==> src/rtl/mem_arbiter.sv <==
// mem_arbiter: shares one single-port word memory between two requesters.
// Each access runs IDLE -> ACCESS (-> RESP for reads) -> IDLE; the grant is
// decided in IDLE by round-robin or fixed priority.
module mem_arbiter #(
    parameter int unsigned ADDR_W     = 8,
    parameter int unsigned DATA_W     = 16,
    parameter bit          FIXED_PRIO = 1'b0
) (
    input  logic              i_clk,
    input  logic              i_rst,
    input  logic              i_req0,
    input  logic              i_we0,
    input  logic [ADDR_W-1:0] i_addr0,
    input  logic [DATA_W-1:0] i_wdata0,
    output logic              o_gnt0,
    output logic              o_rvalid0,
    output logic [DATA_W-1:0] o_rdata0,
    input  logic              i_req1,
    input  logic              i_we1,
    input  logic [ADDR_W-1:0] i_addr1,
    input  logic [DATA_W-1:0] i_wdata1,
    output logic              o_gnt1,
    output logic              o_rvalid1,
    output logic [DATA_W-1:0] o_rdata1,
    output logic              o_mem_we,
    output logic [ADDR_W-2:0] o_mem_addr,
    output logic [DATA_W-1:0] o_mem_wdata,
    input  logic [DATA_W-1:0] i_mem_rdata
);

    localparam int unsigned WADDR_W = ADDR_W - 1;

    typedef enum logic [1:0] {
        IDLE   = 2'd0,
        ACCESS = 2'd1,
        RESP   = 2'd2
    } state_t;

    state_t              r_state;
    state_t              w_state_nxt;
    logic                r_last;
    logic                w_last_nxt;
    logic                r_win;
    logic                w_win_nxt;
    logic                r_we;
    logic                w_we_nxt;
    logic                r_gnt0;
    logic                w_gnt0_nxt;
    logic                r_gnt1;
    logic                w_gnt1_nxt;
    logic                r_rvalid0;
    logic                w_rvalid0_nxt;
    logic                r_rvalid1;
    logic                w_rvalid1_nxt;
    logic                r_mem_we;
    logic                w_mem_we_nxt;
    logic [WADDR_W-1:0]  r_mem_addr;
    logic [WADDR_W-1:0]  w_mem_addr_nxt;
    logic [DATA_W-1:0]   r_mem_wdata;
    logic [DATA_W-1:0]   w_mem_wdata_nxt;
    logic [DATA_W-1:0]   r_rdata0;
    logic [DATA_W-1:0]   r_rdata1;
    logic                w_pick1;
    logic                w_unused_addr_lsb;

    // Byte-address bit 0 has no meaning for word accesses.
    assign w_unused_addr_lsb = i_addr0[0] ^ i_addr1[0];

    // Arbitration: port 1 wins alone, or on a tie when rotation/priority says so.
    always_comb begin
        w_pick1 = 1'b0;
        if (i_req0 && i_req1) begin
            w_pick1 = FIXED_PRIO ? 1'b0 : ~r_last;
        end else begin
            w_pick1 = i_req1;
        end
    end

    // Next-state and next registered-output logic.
    always_comb begin
        w_state_nxt     = r_state;
        w_last_nxt      = r_last;
        w_win_nxt       = r_win;
        w_we_nxt        = r_we;
        w_gnt0_nxt      = 1'b0;
        w_gnt1_nxt      = 1'b0;
        w_rvalid0_nxt   = 1'b0;
        w_rvalid1_nxt   = 1'b0;
        w_mem_we_nxt    = 1'b0;
        w_mem_addr_nxt  = r_mem_addr;
        w_mem_wdata_nxt = r_mem_wdata;
        case (r_state)
            IDLE: begin
                if (i_req0 || i_req1) begin
                    w_state_nxt     = ACCESS;
                    w_win_nxt       = w_pick1;
                    w_last_nxt      = w_pick1;
                    w_we_nxt        = w_pick1 ? i_we1 : i_we0;
                    w_mem_we_nxt    = w_pick1 ? i_we1 : i_we0;
                    w_mem_addr_nxt  = w_pick1 ? i_addr1[ADDR_W-1:1] : i_addr0[ADDR_W-1:1];
                    w_mem_wdata_nxt = w_pick1 ? i_wdata1 : i_wdata0;
                    w_gnt0_nxt      = ~w_pick1;
                    w_gnt1_nxt      = w_pick1;
                end
            end
            ACCESS: begin
                if (r_we) begin
                    w_state_nxt = IDLE;
                end else begin
                    w_state_nxt   = RESP;
                    w_rvalid0_nxt = ~r_win;
                    w_rvalid1_nxt = r_win;
                end
            end
            RESP: begin
                w_state_nxt = IDLE;
            end
            default: begin
                w_state_nxt = IDLE;
            end
        endcase
    end

    // State and output registers; read data is held per port after its strobe.
    always_ff @(posedge i_clk) begin
        if (i_rst) begin
            r_state     <= IDLE;
            r_last      <= 1'b1;
            r_win       <= 1'b0;
            r_we        <= 1'b0;
            r_gnt0      <= 1'b0;
            r_gnt1      <= 1'b0;
            r_rvalid0   <= 1'b0;
            r_rvalid1   <= 1'b0;
            r_mem_we    <= 1'b0;
            r_mem_addr  <= '0;
            r_mem_wdata <= '0;
            r_rdata0    <= '0;
            r_rdata1    <= '0;
        end else begin
            r_state     <= w_state_nxt;
            r_last      <= w_last_nxt;
            r_win       <= w_win_nxt;
            r_we        <= w_we_nxt;
            r_gnt0      <= w_gnt0_nxt;
            r_gnt1      <= w_gnt1_nxt;
            r_rvalid0   <= w_rvalid0_nxt;
            r_rvalid1   <= w_rvalid1_nxt;
            r_mem_we    <= w_mem_we_nxt;
            r_mem_addr  <= w_mem_addr_nxt;
            r_mem_wdata <= w_mem_wdata_nxt;
            if (r_rvalid0) begin
                r_rdata0 <= i_mem_rdata;
            end
            if (r_rvalid1) begin
                r_rdata1 <= i_mem_rdata;
            end
        end
    end

    // Memory read data arrives during the strobe cycle, so it bypasses the hold register then.
    assign o_rdata0    = r_rvalid0 ? i_mem_rdata : r_rdata0;
    assign o_rdata1    = r_rvalid1 ? i_mem_rdata : r_rdata1;
    assign o_gnt0      = r_gnt0;
    assign o_gnt1      = r_gnt1;
    assign o_rvalid0   = r_rvalid0;
    assign o_rvalid1   = r_rvalid1;
    assign o_mem_we    = r_mem_we;
    assign o_mem_addr  = r_mem_addr;
    assign o_mem_wdata = r_mem_wdata;

endmodule

==> config.mk <==
export PLATFORM = sky130hd
export DESIGN_NAME = mem_arbiter
export DESIGN_NICKNAME = d
export VERILOG_FILES = /design/src/rtl/mem_arbiter.sv
export SDC_FILE = /design/constraint.sdc
export NUM_CORES = 1
export LEC_CHECK = 0
export ABC_AREA = 0
export BUFFER_PORTS_ARGS = -buffer_cell sky130_fd_sc_hd__buf_2
export CAP_MARGIN = 20
export CORE_MARGIN = 2
export CORE_UTILIZATION = 28
export DETAILED_ROUTE_END_ITERATION = 8
export PLACE_DENSITY = 0.56
export RECOVER_POWER = 100
export SLEW_MARGIN = 20
export SYNTH_ARGS = -nofsm -noshare
export SYNTH_HDL_FRONTEND = slang
export SYNTH_SLANG_ARGS = --single-unit
export TNS_END_PERCENT = 30
==> constraint.sdc <==
create_clock -name i_clk -period 1.4 [get_ports i_clk]
set_clock_uncertainty 0.15 [all_clocks]
set_input_delay 0 -clock i_clk [delete_from_list [all_inputs] [get_ports i_clk]]
set_output_delay 0 -clock i_clk [all_outputs]
set_load 0.02 [all_outputs]
After elaboration in Yosys (flattened, before gate mapping)
Cells that the tools add are included.
{"block": "op_classes", "n_mux": 9, "eq_ne": 2, "bitwise": 6, "n_reduce_logical": 6}
{"operator": "2-to-1 mux 16 bit", "n": 3}
{"operator": "2-to-1 mux 7 bit", "n": 1}
{"operator": "NOT 1 bit", "n": 6}
{"operator": "OR reduction 3 bit", "n": 2}
{"operator": "2-to-1 mux 2 bit", "n": 2}
{"operator": "case mux 2 bit (2 select lines)", "n": 1}
{"operator": "equality test 2 x 1 -> 1 bit, second input constant", "n": 1}
{"operator": "zero test 2 bit", "n": 1}
{"operator": "2-to-1 mux 1 bit", "n": 2}
{"operator": "inequality test 2 bit, second input constant", "n": 1}
{"operator": "AND reduction 2 bit", "n": 1}
{"operator": "logical AND 1 bit", "n": 1}
{"operator": "logical OR 1 bit", "n": 1}
{"block": "totals", "ff_bits": 65, "output_inout_bits": 60, "elab_cells": 36, "in_bits": 70}

Logic depth before layout (Yosys ltp)
{"block": "logic_depth", "depth_word": 3, "mapped_depth": 6, "depth_no_buf": 3}

Worst setup path after synthesis
OpenSTA, ideal clock, no wires.
{"block": "synth_timing", "path_type": "register to register", "from": "register r_rvalid0, in the netlist o_rvalid0", "to": "register r_rdata0[10]", "arrival_time_ps": 1398, "setup_ps": 128, "path_stages_with_launch": 5, "period_less_slack_ps": 1676, "path_slack_ps": -276, "path_buffers": 2, "required_time_ps": 1122, "path_cell_list": "dfxtp_1 buf_2 buf_2 mux2_2 nor2b_1"}
{"block": "synth_via", "elab_chain_len": 1}
{"item": "start, declared", "line": "51", "text": "logic r_rvalid0;"}
{"item": "start signal, assigned", "line": "147", "text": "r_rvalid0 <= w_rvalid0_nxt;"}
{"item": "2-to-1 mux 16 bit"}
{"item": "net o_rdata0[10]", "line": "17", "text": "output logic [DATA_W-1:0] o_rdata0,"}
{"item": "end signal, assigned", "line": "153", "text": "r_rdata0 <= i_mem_rdata;"}
{"item": "end, declared", "line": "61", "text": "logic [DATA_W-1:0] r_rdata0;"}
The timed path passes the listed nets, and every way through them passes these cells.
A chain may end at the register's enable or synchronous reset.

Final worst setup path
{"block": "layout_timing", "from": "register r_rvalid1, in the netlist o_rvalid1", "to": "output port o_rdata1[7]"}
{"block": "layout_via", "elab_chain_len": 1}
{"item": "start, declared", "line": "53", "text": "logic r_rvalid1;"}
{"item": "start signal, assigned", "line": "148", "text": "r_rvalid1 <= w_rvalid1_nxt;"}
{"item": "2-to-1 mux 16 bit"}
{"item": "end, declared", "line": "24", "text": "output logic [DATA_W-1:0] o_rdata1,"}
No other way between the ends.

==> results.md <==
- HPWL Detailed: 4.750 mm
- Post-synthesis share of cell area spent on full adders, half adders and majority gates: 0%
- Origin of the worst min-delay path: r_win$_SDFFE_PP0P_
- Count of TritonRoute iterations in the first routing pass: 5
- Largest cells by area after synthesis: sky130_fd_sc_hd__dfxtp_1 (47%), sky130_fd_sc_hd__mux2_2 (13%), sky130_fd_sc_hd__a311oi_2 (9.8%)
- Area leader, netlist: sky130_fd_sc_hd__dfxtp_1
- Cell with the most instances after synthesis: sky130_fd_sc_hd__dfxtp_1
- Fill cell instance count of the final layout: 867
- Number of antenna violations at the first check in global routing: 0
- Register-to-Register Setup Slack: 10 ps
- Number of buffers and inverters on the critical path: 2
- Master of the slowest instance on the critical path: sky130_fd_sc_hd__dfxtp_4
- Number of flops mapped to enable cells by yosys: 0
- Leading register cell type out of synthesis: sky130_fd_sc_hd__dfxtp_1
- Final core utilization: 50.43%
- Category of cells accounting for the largest share of critical-path delay: flip-flops
- Kind of start point of the critical path: flop
- Endpoints failing setup: 54
- CP max FO: 5
- Category of the most critical setup path: flop to output pin
- Simple-gate area share of the yosys netlist: 16.15%
- Sinks on the clock net: 65
- Peak-usage layer in the global routing report: met2
- FP Rows: 36
- Reg-to-Reg Start: o_rvalid1$_SDFF_PP0_
- Total number of H-tree levels: 3
- Area fraction in compound gates after synthesis: 17.97%
- Portion of netlist area occupied by mux cells: roughly 13%
- Failing checks: setup timing
- Highest ir drop seen on vdd: about 0.43 mV
- Met3 routing resource usage after global routing: 5.898%
- Wire length of the first global-routing pass: 13.42 mm
- Met1 track demand over resource in global routing: between 10% and 20%
- Count of inserted antenna diode cells: 0
- Achievable Freq: 670.0 MHz
- Number of cells after detailed placement: 513
- Post-synthesis xor/xnor area fraction: 0%
- Cells on worst reg2reg path: 4
- Synth cell types: 25
- Worst endpoint data arrival time: ~1300 ps
- Post-Synthesis Cell Area: 2750 um2
- Pwr dens: approximately 1000 nW/um2
- Worst-Margin Slew: 470.1 ps
- Number of maximum-capacitance violations: 0
- Overall global routing resource usage: 16.45%
- Max incr delay on CP: 420 ps
- Area growth, synth to finish: 76.75%
- Clock tree from TritonCTS: built
- Area share of the largest cell type after synthesis: 47.32%
- Cells along the critical path: buf_12, mux2_4, buf_6
- Die ar.: 10630 um2
- Mean instance size in the synthesized netlist: 10.22 um2
- Dominant combinational cell family by area after synthesis: compound AO/OA/AOI/OAI gates
- Required arrival time at the worst endpoint: about 1300 ps
- Layout cells sized above 1: 40.85%
- Rel. slew slack: approximately two thirds
- Total CTS buffers: 9
- Number of nets still failing antenna checks after routing: 0
- Capture point of the worst reg-to-reg path: r_rdata1[10]$_SDFF_PP0_
- Root buffer cell: sky130_fd_sc_hd__clkbuf_8
- Total Wirelength: 8.704 mm
- Die boundary width: 103.1 um
- Floorplan Core Area: 9639 um2
- Die Span Y: ~100 um
- Sequential-to-total area share from yosys stat: 47.32%
- Final Max Tran Viols: 0
- Hold path depth: 1
- Via count of the first global-routing pass: 2781
- Synthesized instance count: 269
- Unrepaired setup endpoints after global routing: yes
- I/O Pins: 130
- Least setup slack across all paths after layout: -92.56 ps
- Maximum number of pins on one net before global-route repair: 33
- Vias: 2731
- Port buffer count: 127
- Detailed-route vias per instance: between 4 and 5
- Fraction of synthesis flops using an asynchronous set or reset pin: 0%
- Met2 routing resource usage after global routing: between 20 and 30%
- CTS max path bufs: 2
- Reported leakage power: just over 2 nW
- Outcome: finished with violations
- Total nets after synthesis: roughly 340
- Kind of end point of the critical path: output pin
- Final hold violations: 0
- Post-DR wirelength/cell: around 14 um
- Leftover overflow at the end of global routing: 0
- #FFs+latches synth: 65
- Final non-filler cell total: about 600
- Worst Hold Endpoint: o_rvalid0$_SDFF_PP0_
- Placer congestion estimate: 0.6803
- Min cycle time layout: 1493 ps
- Effective utilization at floorplan: 28.53%
- Warning count from the yosys run: 0
- First DRT Iteration DRCs: 46
- Tcrit/Tclk final: 106.6%
- Clock edge transition at the registers on the reported setup and hold paths: 70 ps
- DRC violations left: 0
- Post-synth top cells: sky130_fd_sc_hd__dfxtp_1 (65), sky130_fd_sc_hd__nand2_1 (48), sky130_fd_sc_hd__nor2b_1 (33)
- Net count, final: 536
- Classification of the worst-slack hold path: flop to flop
- Source-to-sink clock delay at the later pin of the worst-skew pair: 330 ps
## how the worst max path moves through the flow
stage	startpoint	end	slack (ps)	cells past startpoint
global route	o_rvalid1$_SDFF_PP0_	o_rdata1[2]	-150	3
finish	o_rvalid1$_SDFF_PP0_	o_rdata1[7]	-90	3
CTS	o_rvalid0$_SDFF_PP0_	o_rdata0[6]	-130	3
detailed placement	o_rvalid1$_SDFF_PP0_	r_rdata1[15]$_SDFF_PP0_	50	2
floorplan	o_rvalid0$_SDFF_PP0_	r_rdata0[10]$_SDFF_PP0_	10	4
global placement	o_rvalid0$_SDFF_PP0_	r_rdata0[1]$_SDFF_PP0_	70	2
## worst reg2reg max path, delay by kind of cell, from the launching register on
family,cells,cell delay [ps]
and+or+nand+nor,1,110
buffers and inverters,2,270
DFF,1,420
muxes,1,310
## layout make-up
type | instances | area [um2] | area share (%)
Sequential cell | 65 | 1310 | 26.95
Multi-Input combinational cell | 178 | 1446 | 29.76
Clock inverter | 3 | 40.04 | 0.8237
Tap cell | 133 | 166.4 | 3.423
Inverter | 1 | 3.754 | 0.07722
Timing Repair Buffer | 211 | 1739 | 35.78
Clock buffer | 12 | 155.1 | 3.192
## routing by layer
| metal | routed length, um | share of wire [%] |
|---|---|---|
| met4 | 111 | 1.3 |
| met3 | 566 | 6.5 |
| met2 | 4194 | 48 |
| met1 | 3832 | 44 |
| met5 | 0 | 0 |
## registers in the layout (all words and copies together), names as in the netlist
| register | count |
|---|---|
| o_rvalid1 | 1 |
| o_rvalid0 | 1 |
| o_mem_we | 1 |
| r_rdata0 | 16 |
| r_state | 2 |
| o_gnt0 | 1 |
| r_we | 1 |
| o_gnt1 | 1 |
| r_win | 1 |
| r_rdata1 | 16 |
| o_mem_addr | 7 |
| o_mem_wdata | 16 |
| r_last | 1 |
## cells by family (layout without fill, tap and decap cells)
logic type,after synthesis,in the layout
and+or+nand+nor,91,91
DFF,65,65
AOI/OAI and AO/OA,54,54
muxes,33,33
buffers and inverters,26,227
## repair_timing
| action | CTS | global route |
|---|---|---|
| hold endpoints to repair | 64 | 0 |
| hold buffers | 67 | 0 |
| gates cloned | 1 | 0 |
| pin swaps | 0 | 0 |
| setup endpoints to repair | 32 | 48 |
| resized for setup | 57 | 25 |
| setup buffers | 6 | 1 |
## where the power goes
group / switching, mW / leakage, nW / internal, mW
clock: 0.699 / 0.102 / 0.905
sequential: 0.0664 / 0.533 / 1.97
combinational: 0.618 / 1.43 / 0.606
total: 1.38 / 2.07 / 3.48
## layout by cell type, fill, tap and decap left out, drive strengths merged
cell / n
buf: 114
dlygate4sd3: 67
dfxtp: 65
nand2: 48
clkbuf: 42
nor2b: 33
mux2: 32
a21oi: 25
a311oi: 23
nor3: 3
clkinv: 2
nor2: 2
and2: 2
a21bo: 2
or2: 1
a21boi: 1
nor4b: 1
inv: 1
a31oi: 1
o21ai: 1
nand3: 1
mux2i: 1
a211oi: 1
bufinv: 1
## through the flow
step                      setup WS [ps]  hold WS [ps]  TNS (ps)  cell area [um2]  total power, mW
after floorplan                   9.988        -4.468         0             2868            2.718
after global placement            73.83         109.3         0             3631            3.056
after detailed placement          53.82         105.8         0             3631            3.065
after CTS                        -130.7         273.6     -3680             4798            4.909
after global routing             -149.7         309.3     -6110             4861            5.138
final                            -92.56         286.9     -2985             4861            4.867
Power figures use the tool's default switching activity.
